`config.mk`:
```
export PLATFORM = sky130hd
export DESIGN_NAME = scpad_bank_rsp
export DESIGN_NICKNAME = d
export VERILOG_FILES = /design/src/rtl/scpad_bank_rsp.sv
export SDC_FILE = /design/constraint.sdc
export NUM_CORES = 1
export LEC_CHECK = 0
export CAP_MARGIN = 10
export CORE_AREA = 2 2 228 230
export CTS_CLUSTER_DIAMETER = 150
export DETAILED_ROUTE_END_ITERATION = 10
export DIE_AREA = 0 0 230 232
export GPL_ROUTABILITY_DRIVEN = 0
export MAX_ROUTING_LAYER = met4
export PLACE_DENSITY = 0.78
export SLEW_MARGIN = 20
export SYNTH_ARGS = -nofsm -noshare
export SYNTH_HDL_FRONTEND = slang
export SYNTH_SLANG_ARGS = --single-unit
```
`constraint.sdc`:
```
create_clock -name clk -period 12.99 [get_ports clk]
set_clock_uncertainty 0.15 [all_clocks]
set_input_delay 1.9485 -clock clk [delete_from_list [all_inputs] [get_ports clk]]
set_output_delay 1.9485 -clock clk [all_outputs]
set_load 0.03 [all_outputs]
```
`src/rtl/scpad_bank_rsp.sv`:
```
// Scratchpad bank responder: arbitrates write/read requests onto one SRAM port, returns read data in order.
// Latency: read accept -> rsp_valid after SRAM_LAT+1 cycles; write accept -> wr_ack pulse 1 cycle later.
// Backpressure: reads stall when in-flight + queued responses reach RSP_DEPTH (busy); writes never stall except by arbitration.

// Small synchronous FIFO used for the response queue; head entry is read straight from storage registers.
module scpad_fifo #(
  parameter int W     = 8,
  parameter int DEPTH = 4
) (
  input  logic         clk,
  input  logic         rst,
  input  logic         push,
  input  logic [W-1:0] din,
  input  logic         pop,
  output logic [W-1:0] dout,
  output logic         empty,
  output logic         full
);

  localparam int PW = (DEPTH > 1) ? $clog2(DEPTH) : 1;
  localparam int CW = $clog2(DEPTH + 1);

  logic [W-1:0]  mem [DEPTH];
  logic [PW-1:0] wptr;
  logic [PW-1:0] rptr;
  logic [CW-1:0] cnt;
  logic          do_push;
  logic          do_pop;

  function automatic logic [PW-1:0] ptr_inc(input logic [PW-1:0] p);
    return (p == PW'(DEPTH - 1)) ? '0 : p + 1'b1;
  endfunction

  assign empty   = (cnt == '0);
  assign full    = (cnt == CW'(DEPTH));
  assign do_push = push && !full;
  assign do_pop  = pop && !empty;
  assign dout    = mem[rptr];

  // Storage and pointers; reset clears storage so the head reads as zero after a flush.
  always_ff @(posedge clk) begin
    if (rst) begin
      wptr <= '0;
      rptr <= '0;
      cnt  <= '0;
      for (int i = 0; i < DEPTH; i++) begin
        mem[i] <= '0;
      end
    end else begin
      if (do_push) begin
        mem[wptr] <= din;
        wptr      <= ptr_inc(wptr);
      end
      if (do_pop) begin
        rptr <= ptr_inc(rptr);
      end
      case ({do_push, do_pop})
        2'b10:   cnt <= cnt + 1'b1;
        2'b01:   cnt <= cnt - 1'b1;
        default: ;
      endcase
    end
  end

  // Credit accounting upstream must make a push into a full queue impossible.
  always_ff @(posedge clk) begin
    if (!rst) begin
      no_overflow: assert (!(push && full));
    end
  end

endmodule

// Bank responder top: one SRAM access per cycle, in-order read responses under read credit.
module scpad_bank_rsp #(
  parameter int ADDR_W    = 10,
  parameter int DATA_W    = 128,
  parameter int TAG_W     = 4,
  parameter int SRAM_LAT  = 2,
  parameter int RSP_DEPTH = 4
) (
  input  logic                  clk,
  input  logic                  rst,
  input  logic                  wr_valid,
  output logic                  wr_ready,
  input  logic [ADDR_W-1:0]     wr_addr,
  input  logic [DATA_W-1:0]     wr_data,
  input  logic [DATA_W/8-1:0]   wr_mask,
  output logic                  wr_ack,
  input  logic                  rd_valid,
  output logic                  rd_ready,
  input  logic [ADDR_W-1:0]     rd_addr,
  input  logic [TAG_W-1:0]      rd_tag,
  output logic                  sram_en,
  output logic                  sram_we,
  output logic [ADDR_W-1:0]     sram_addr,
  output logic [DATA_W-1:0]     sram_wdata,
  output logic [DATA_W/8-1:0]   sram_wmask,
  input  logic [DATA_W-1:0]     sram_rdata,
  output logic                  rsp_valid,
  input  logic                  rsp_ready,
  output logic [DATA_W-1:0]     rsp_data,
  output logic [TAG_W-1:0]      rsp_tag,
  output logic                  busy
);

  localparam int UW = $clog2(RSP_DEPTH + 1);
  localparam int EW = DATA_W + TAG_W;

  // used counts reads in the SRAM pipeline plus responses waiting in the queue.
  logic [UW-1:0]    used;
  logic             credit_ok;
  logic             prio;
  logic             wr_elig;
  logic             rd_elig;
  logic             wr_win;
  logic             rd_win;
  logic             wr_go;
  logic             rd_go;
  logic             rsp_pop;
  logic             fifo_push;
  logic             fifo_empty;
  logic             fifo_full;
  logic [EW-1:0]    fifo_din;
  logic [EW-1:0]    fifo_head;

  logic [SRAM_LAT-1:0] pipe_vld;
  logic [TAG_W-1:0]    pipe_tag [SRAM_LAT];

  assign credit_ok = (used < UW'(RSP_DEPTH));
  assign busy      = !credit_ok;

  // Arbitration: a lone eligible channel wins; under contention prio picks (0 = write, 1 = read).
  assign wr_elig = wr_valid;
  assign rd_elig = rd_valid && credit_ok;
  assign wr_win  = wr_elig && (!rd_elig || !prio);
  assign rd_win  = rd_elig && (!wr_elig || prio);

  assign wr_ready = !rst && wr_win;
  assign rd_ready = !rst && rd_win;
  assign wr_go    = wr_valid && wr_ready;
  assign rd_go    = rd_valid && rd_ready;

  // SRAM port is driven straight from the grant; idle cycles present zero write data and mask.
  always_comb begin
    sram_en    = 1'b0;
    sram_we    = 1'b0;
    sram_addr  = '0;
    sram_wdata = '0;
    sram_wmask = '0;
    if (wr_go) begin
      sram_en    = 1'b1;
      sram_we    = 1'b1;
      sram_addr  = wr_addr;
      sram_wdata = wr_data;
      sram_wmask = wr_mask;
    end else if (rd_go) begin
      sram_en   = 1'b1;
      sram_addr = rd_addr;
    end
  end

  // Flip priority after every contended grant so contended traffic alternates.
  always_ff @(posedge clk) begin
    if (rst) begin
      prio <= 1'b0;
    end else if (wr_elig && rd_elig) begin
      prio <= !prio;
    end
  end

  // One-cycle acknowledge for every accepted write.
  always_ff @(posedge clk) begin
    if (rst) begin
      wr_ack <= 1'b0;
    end else begin
      wr_ack <= wr_go;
    end
  end

  // Valid bits track reads through the SRAM latency; reset drops everything in flight.
  always_ff @(posedge clk) begin
    if (rst) begin
      pipe_vld <= '0;
    end else begin
      pipe_vld[0] <= rd_go;
      for (int i = 1; i < SRAM_LAT; i++) begin
        pipe_vld[i] <= pipe_vld[i-1];
      end
    end
  end

  // Tags ride alongside the valid bits; they only matter where the valid bit is set.
  always_ff @(posedge clk) begin
    pipe_tag[0] <= rd_tag;
    for (int i = 1; i < SRAM_LAT; i++) begin
      pipe_tag[i] <= pipe_tag[i-1];
    end
  end

  assign fifo_push = pipe_vld[SRAM_LAT-1];
  assign fifo_din  = {sram_rdata, pipe_tag[SRAM_LAT-1]};
  assign rsp_pop   = rsp_valid && rsp_ready;

  // Read credit: +1 on accept, -1 on response pop, net zero when both happen together.
  always_ff @(posedge clk) begin
    if (rst) begin
      used <= '0;
    end else begin
      case ({rd_go, rsp_pop})
        2'b10:   used <= used + 1'b1;
        2'b01:   used <= used - 1'b1;
        default: ;
      endcase
    end
  end

  scpad_fifo #(
    .W     (EW),
    .DEPTH (RSP_DEPTH)
  ) u_rsp_fifo (
    .clk   (clk),
    .rst   (rst),
    .push  (fifo_push),
    .din   (fifo_din),
    .pop   (rsp_pop),
    .dout  (fifo_head),
    .empty (fifo_empty),
    .full  (fifo_full)
  );

  assign rsp_valid           = !fifo_empty;
  assign {rsp_data, rsp_tag} = fifo_head;

  // Queue fullness is implied by the credit counter; kept visible for debug only.
  logic unused_full;
  assign unused_full = fifo_full;

endmodule
```
[Yosys cells after proc, flatten, opt, wreduce, memory -nomap -nowiden]
Memory sizes are Yosys's and may differ from the RTL's. A register that Yosys moved wholly into a read port is not among the register bits.
Index checks and enable logic that the tools add are counted.
Word-level totals
  register bits after elaboration: 14
  latch bits: 0
  memory bits (writable): 536
  ROM bits: 0
  input port bits: 301
  output and inout bits: 293
  word-level logic and storage cells: 68
  memories: 2
Operators by class
  add/subtract/negate cells: 6
  multiply operators: 0
  div/mod/pow operators: 0
  magnitude comparators: 1
  equal/unequal tests: 7
  shift operators: 0
  multiplexer cells: 21
  bitwise operators: 0
  reduce and logical (&&, ||, !) cells: 24
Memory list
  u_rsp_fifo.mem: depth 4, bits a word 132, read ports 1, clocked after memory_dff 1, wr ports 4, RTL line 23  | logic [W-1:0] mem [DEPTH];
  pipe_tag: depth 2, bits a word 4, read ports 2, clocked after memory_dff 0, wr ports 2, RTL line 128  | logic [TAG_W-1:0] pipe_tag [SRAM_LAT];
Operators by type and width (count)
  132-bit two-way mux: 1
  132-bit OR reduction: 1
  128-bit two-way mux: 1
  10-bit two-way mux: 2
  16-bit two-way mux: 1
  3-bit case mux with 2 select lines: 2
  1-bit logical AND: 11
  2-bit two-way mux: 5
  1-bit two-way mux: 9
  2-bit equality test (second input constant): 4
  1-bit zero test: 7
  3-bit by 1-bit adder with 3-bit output (second input constant): 2
  3-bit by 1-bit subtractor with 3-bit output (second input constant): 2
  2-bit by 1-bit adder with 2-bit output (second input constant): 2
  2-bit by 1-bit equality test with 1-bit output (second input constant): 2
  2-bit nonzero test: 2
  3-bit equality test (second input constant): 1
  3-bit zero test: 1
  3-bit < comparator (second input constant): 1
  1-bit logical OR: 2

[Longest topological paths before layout]
  depth after elaboration: 8
  gate-level depth with buffers: 10
  gate-level depth less buffers: 9

[Cells and area by module]
Synthesis repeated with hierarchy kept, for this count alone.
Unflattened totals
  cells, all modules: 1541
  area total of the unflattened synthesis: 24728.7 um2
By module, submodules not included
  scpad_fifo: times used 1, cells each 1327, area an instance 23122.2 um2, seq. area each 16035.4 um2
  scpad_bank_rsp: times used 1, cells each 214, area an instance 1606.5 um2, seq. area each 300.3 um2

[Worst setup path after synthesis]
No wires, ideal clock.
  path type: reg2reg
  start point: register u_rsp_fifo.cnt[0]
  end point: memory u_rsp_fifo.mem[1][0] in the netlist's numbering, enable pin
  setup time: 817 ps
  data arrival time: 10218 ps
  required time: 12023 ps
  path slack: 1805 ps
  cell stages (with the launch flop): 3
  path buffers: 0
  period minus slack after synthesis: 11185 ps
  cells stage by stage: dfxtp_1 > nor3b_4 > o31ai_1
RTL lines
  from (decl): RTL line 26  | logic [CW-1:0] cnt;
  from (signal assigned): RTL line 58  | 2'b10: cnt <= cnt + 1'b1;
  from (signal assigned): RTL line 59  | 2'b01: cnt <= cnt - 1'b1;
  to (decl): RTL line 23

[Worst setup path after layout]
  start point: input port rst
  end point: output port sram_wdata[85]
On the way
  cells in the longest elaborated chain, start to end: 4
Ends and longest elaborated chain
  from (decl): RTL line 83  | input logic rst,
  1-bit zero test
  1-bit logical AND: RTL line 139  | assign wr_ready = !rst && wr_win;
  1-bit logical AND: RTL line 141  | assign wr_go = wr_valid && wr_ready;
  128-bit two-way mux: RTL line 151  | if (wr_go) begin
  to (decl): RTL line 97  | output logic [DATA_W-1:0] sram_wdata,
No other way between the ends.

==> reports/metrics.csv <==
stage,metric,value,unit
outcome,outcome,"complete, no violations",
detailed_routing,detailedRoute.firstIterationViolations,1638,
finish,drive_above_1_share,11.33,%
synth,yosysWarningCount,0,
floorplanning,die_width,230,um
critical_path,timing.setup.critical_path_class,primary input to output pin,
global_routing,largest_net_degree_at_the_start_of_global_routing,100,
synth,count_of_flip_flops_with_a_built_in_enable_after_synthesis,528,
timing,timing.final.crit_period,6.680,ns
detailed_routing,detail_route.wirelength,88440,um
clock_tree,postCtsSetupBuffers,0,
floorplanning,die_height,232,um
critical_path,ff2ff_setup_slack,9.85,ns
floorplanning,initial_utilization,48.48,%
global_routing,grt_use_total,34.02,%
placement,number_of_buffers_added_on_ports,593,
clock_tree,clkSinkCount,552,
power,peakVddDrop,0.1062,mV
synth,mapped_nets,1858,
clock_tree,hold_buffers,0,
detailed_routing,num_vias,16184,
timing,slew_viol_final,0,
detailed_routing,route.antenna.remaining_nets,0,
timing,setup_viol_count_final,0,
critical_path,required,10.89,ns
clock_tree,clock_tree.root_cell,sky130_fd_sc_hd__clkbuf_16,
timing,finalSetupTns,0,ns
finish,fillerInstances,3589,
synth,yosysTopAreaCellShare,64.27,%
synth,avgSynthCellArea,15.91,um2
timing,tightest_pin_transition,1.138,ns
synth,postSynthCellCount,1551,
clock_tree,clock_path_buffers,3,
synth,yosysSeqAreaShare,66.22,%
timing,post-route-worst-setup-slack,6.310,ns
detailed_routing,detailed_router_iteration_count_before_antenna_repair,5,
clock_tree,numCtsBuffers,55,
floorplanning,coreArea,0.05089,mm2
clock_tree,clk_pin_slew_worst_paths,0.06,ns
synth,synth.lib_cells_used.distinct,34,
clock_tree,clock_latency,0.60,ns
timing,worst_slew_margin_rel,24.14,%
synth,synth-async-reset-ratio,0,%
critical_path,arrival,4.58,ns
floorplanning,top_level_ports,594,
finish,areaGrowthSynthToFinish,33.94,%
detailed_routing,drc,0,
power,cellPowerDensity,133.1,mW/mm2
detailed_routing,avgViaCountPerCell,5.604,
clock_tree,htreeDepth,2,
synth,netlist_top_cells_area,"sky130_fd_sc_hd__edfxtp_1, sky130_fd_sc_hd__and2_1, sky130_fd_sc_hd__mux4_2, sky130_fd_sc_hd__dfxtp_1, sky130_fd_sc_hd__clkbuf_1",
global_routing,global_route.overflow_total,0,
critical_path,critical_path.endpoint_type,output pin,
finish,final_core_util,64.93,%
critical_path,startpoint_type,primary input,
synth,synthFlopType,sky130_fd_sc_hd__edfxtp_1,
timing,rsz_0062_raised_after_global_routing,no,
placement,post-dp-hpwl,62100,um
global_routing,grt_pass1_wl,121300,um
timing,final-hold-violation-count,0,
finish,design.final.nets,2427,
flow_run,drv_cap,0,
placement,dp_slack,6.374,ns
timing,maxClockFrequency,149.7,MHz
critical_path,rr_worst_depth,4,
clock_tree,clock_tree_from_tritoncts,built,
floorplanning,design.die.area,0.05336,mm2
global_routing,antenna_found_initial,47,
worst_hold_path,timing.hold.worst.class,flip-flop to flip-flop,
critical_path,path_max_fanout,99,
power,leakage_component_of_the_power,11.81,nW
detailed_routing,avgRoutedWirePerCell,30.62,um
synth,synth-seq-cells,552,
global_routing,first_global_vias,15842,
floorplanning,num_rows,83,
synth,syn-cell-area,0.02467,mm2
clock_tree,post_cts_resized,0,
timing,hold_slack,0.1821,ns
synth,yosysTopAreaCell,sky130_fd_sc_hd__edfxtp_1,
worst_hold_path,hold_path_depth,0,
timing,min_period_over_period,51.42,%
flip-flops by register name, summed over array words and instances, names as in the netlist, named ones only:
| register | count |
|---|---|
| wr_ack | 1 |
| prio | 1 |
| pipe_vld | 2 |
| pipe_tag | 8 |
| u_rsp_fifo.rptr | 2 |
| u_rsp_fifo.wptr | 2 |
| u_rsp_fifo.mem | 528 |
| u_rsp_fifo.cnt | 3 |
| used | 3 |
synthesized netlist by cell type, types with 2 or more instances:
library cell               count
sky130_fd_sc_hd__xor2_1        5
sky130_fd_sc_hd__nor2b_1       2
sky130_fd_sc_hd__nand2_1       2
sky130_fd_sc_hd__o21ai_0       3
sky130_fd_sc_hd__o31ai_1       4
sky130_fd_sc_hd__clkbuf_1     48
sky130_fd_sc_hd__buf_2        19
sky130_fd_sc_hd__dfxtp_1      24
sky130_fd_sc_hd__fa_1          2
sky130_fd_sc_hd__a31oi_1       3
sky130_fd_sc_hd__clkbuf_2     24
sky130_fd_sc_hd__and2_1      672
sky130_fd_sc_hd__a22o_1       10
sky130_fd_sc_hd__a21oi_1       6
sky130_fd_sc_hd__ha_1          4
sky130_fd_sc_hd__edfxtp_1    528
sky130_fd_sc_hd__nand3_1       2
sky130_fd_sc_hd__buf_1         5
sky130_fd_sc_hd__nor4_4        2
sky130_fd_sc_hd__nor2_1       10
sky130_fd_sc_hd__nor3_1        4
sky130_fd_sc_hd__mux4_2      132
sky130_fd_sc_hd__inv_1        14
sky130_fd_sc_hd__or3_1         4
sky130_fd_sc_hd__buf_6        10
sky130_fd_sc_hd__nand2b_1      4
cells by family after synthesis:
logic type / share of synthesized area (%)
AOI/OAI and AO/OA: 0.8013
xor gates and xnor gates: 0.1775
adders and majority gates: 0.3652
buffers and inverters: 2.379
DFF: 66.22
muxes: 12.09
and+or+nand+nor: 17.97
area by class of cell:
cell class | instances | area [um2] | share of cell area, %
Timing Repair Buffer | 619 | 6151 | 18.62
Sequential cell | 552 | 16340 | 49.46
Clock buffer | 67 | 1473 | 4.457
Multi-Input combinational cell | 878 | 7816 | 23.66
Antenna cell | 45 | 112.6 | 0.3408
Clock inverter | 33 | 242.7 | 0.7346
Tap cell | 680 | 850.8 | 2.575
Inverter | 14 | 52.55 | 0.1590
layer usage:
layer	wire, um	global-route usage, %	up-vias
li1	-	-	6826
met2	40560	50.77	990
met3	9174	9.823	203
met5	0	-	-
met4	6755	21.05	0
met1	31940	41.07	8165
metrics by stage:
stage	cell area, um2	power, mW	instances
after floorplan	24670	2.540	1551
after global placement	31190	2.907	2742
after detailed placement	31190	2.914	2742
after CTS	32900	4.415	2842
after global routing	32990	4.517	2869
final	33040	4.398	2888
final timing paths:
kind	from	to
max	rst	sram_wdata[85]
max reg2reg	pipe_vld[1]$_SDFF_PP0_	u_rsp_fifo.mem[2][112]$_SDFFCE_PN0P_
min	pipe_tag[0][0]$_DFF_P_	pipe_tag[0][4]$_DFF_P_
min reg2reg	pipe_tag[0][0]$_DFF_P_	pipe_tag[0][4]$_DFF_P_
critical path, stage by stage:
cell and delay (ns):
sky130_fd_sc_hd__clkdlybuf4s50_1 0.40, sky130_fd_sc_hd__buf_4 0.23, sky130_fd_sc_hd__nand2b_1 0.27, sky130_fd_sc_hd__a31oi_4 0.18, sky130_fd_sc_hd__buf_4 0.56, sky130_fd_sc_hd__and2_1 0.25
sky130_fd_sc_hd__clkdlybuf4s50_1 0.69
power by group:
part           internal, mW  leakage, nW  switching (mW)
clock                 0.861        0.829           0.658
combinational         0.369         5.32           0.449
sequential             2.03         5.66          0.0349
layout by cell type, fill, tap and decap left out, types with 5 or more instances in the layout:
cell type	instances
sky130_fd_sc_hd__clkbuf_1	8
sky130_fd_sc_hd__xor2_1	5
sky130_fd_sc_hd__mux4_2	132
sky130_fd_sc_hd__buf_4	25
sky130_fd_sc_hd__clkdlybuf4s50_1	593
sky130_fd_sc_hd__nor2_1	10
sky130_fd_sc_hd__a21oi_1	6
sky130_fd_sc_hd__diode_2	45
sky130_fd_sc_hd__clkinv_1	19
sky130_fd_sc_hd__edfxtp_1	528
sky130_fd_sc_hd__a22o_1	10
sky130_fd_sc_hd__dfxtp_1	22
sky130_fd_sc_hd__clkbuf_16	56
sky130_fd_sc_hd__and2_1	672
sky130_fd_sc_hd__inv_1	14
sky130_fd_sc_hd__clkinv_2	5
Note: power is estimated with default switching activity, not from simulation.
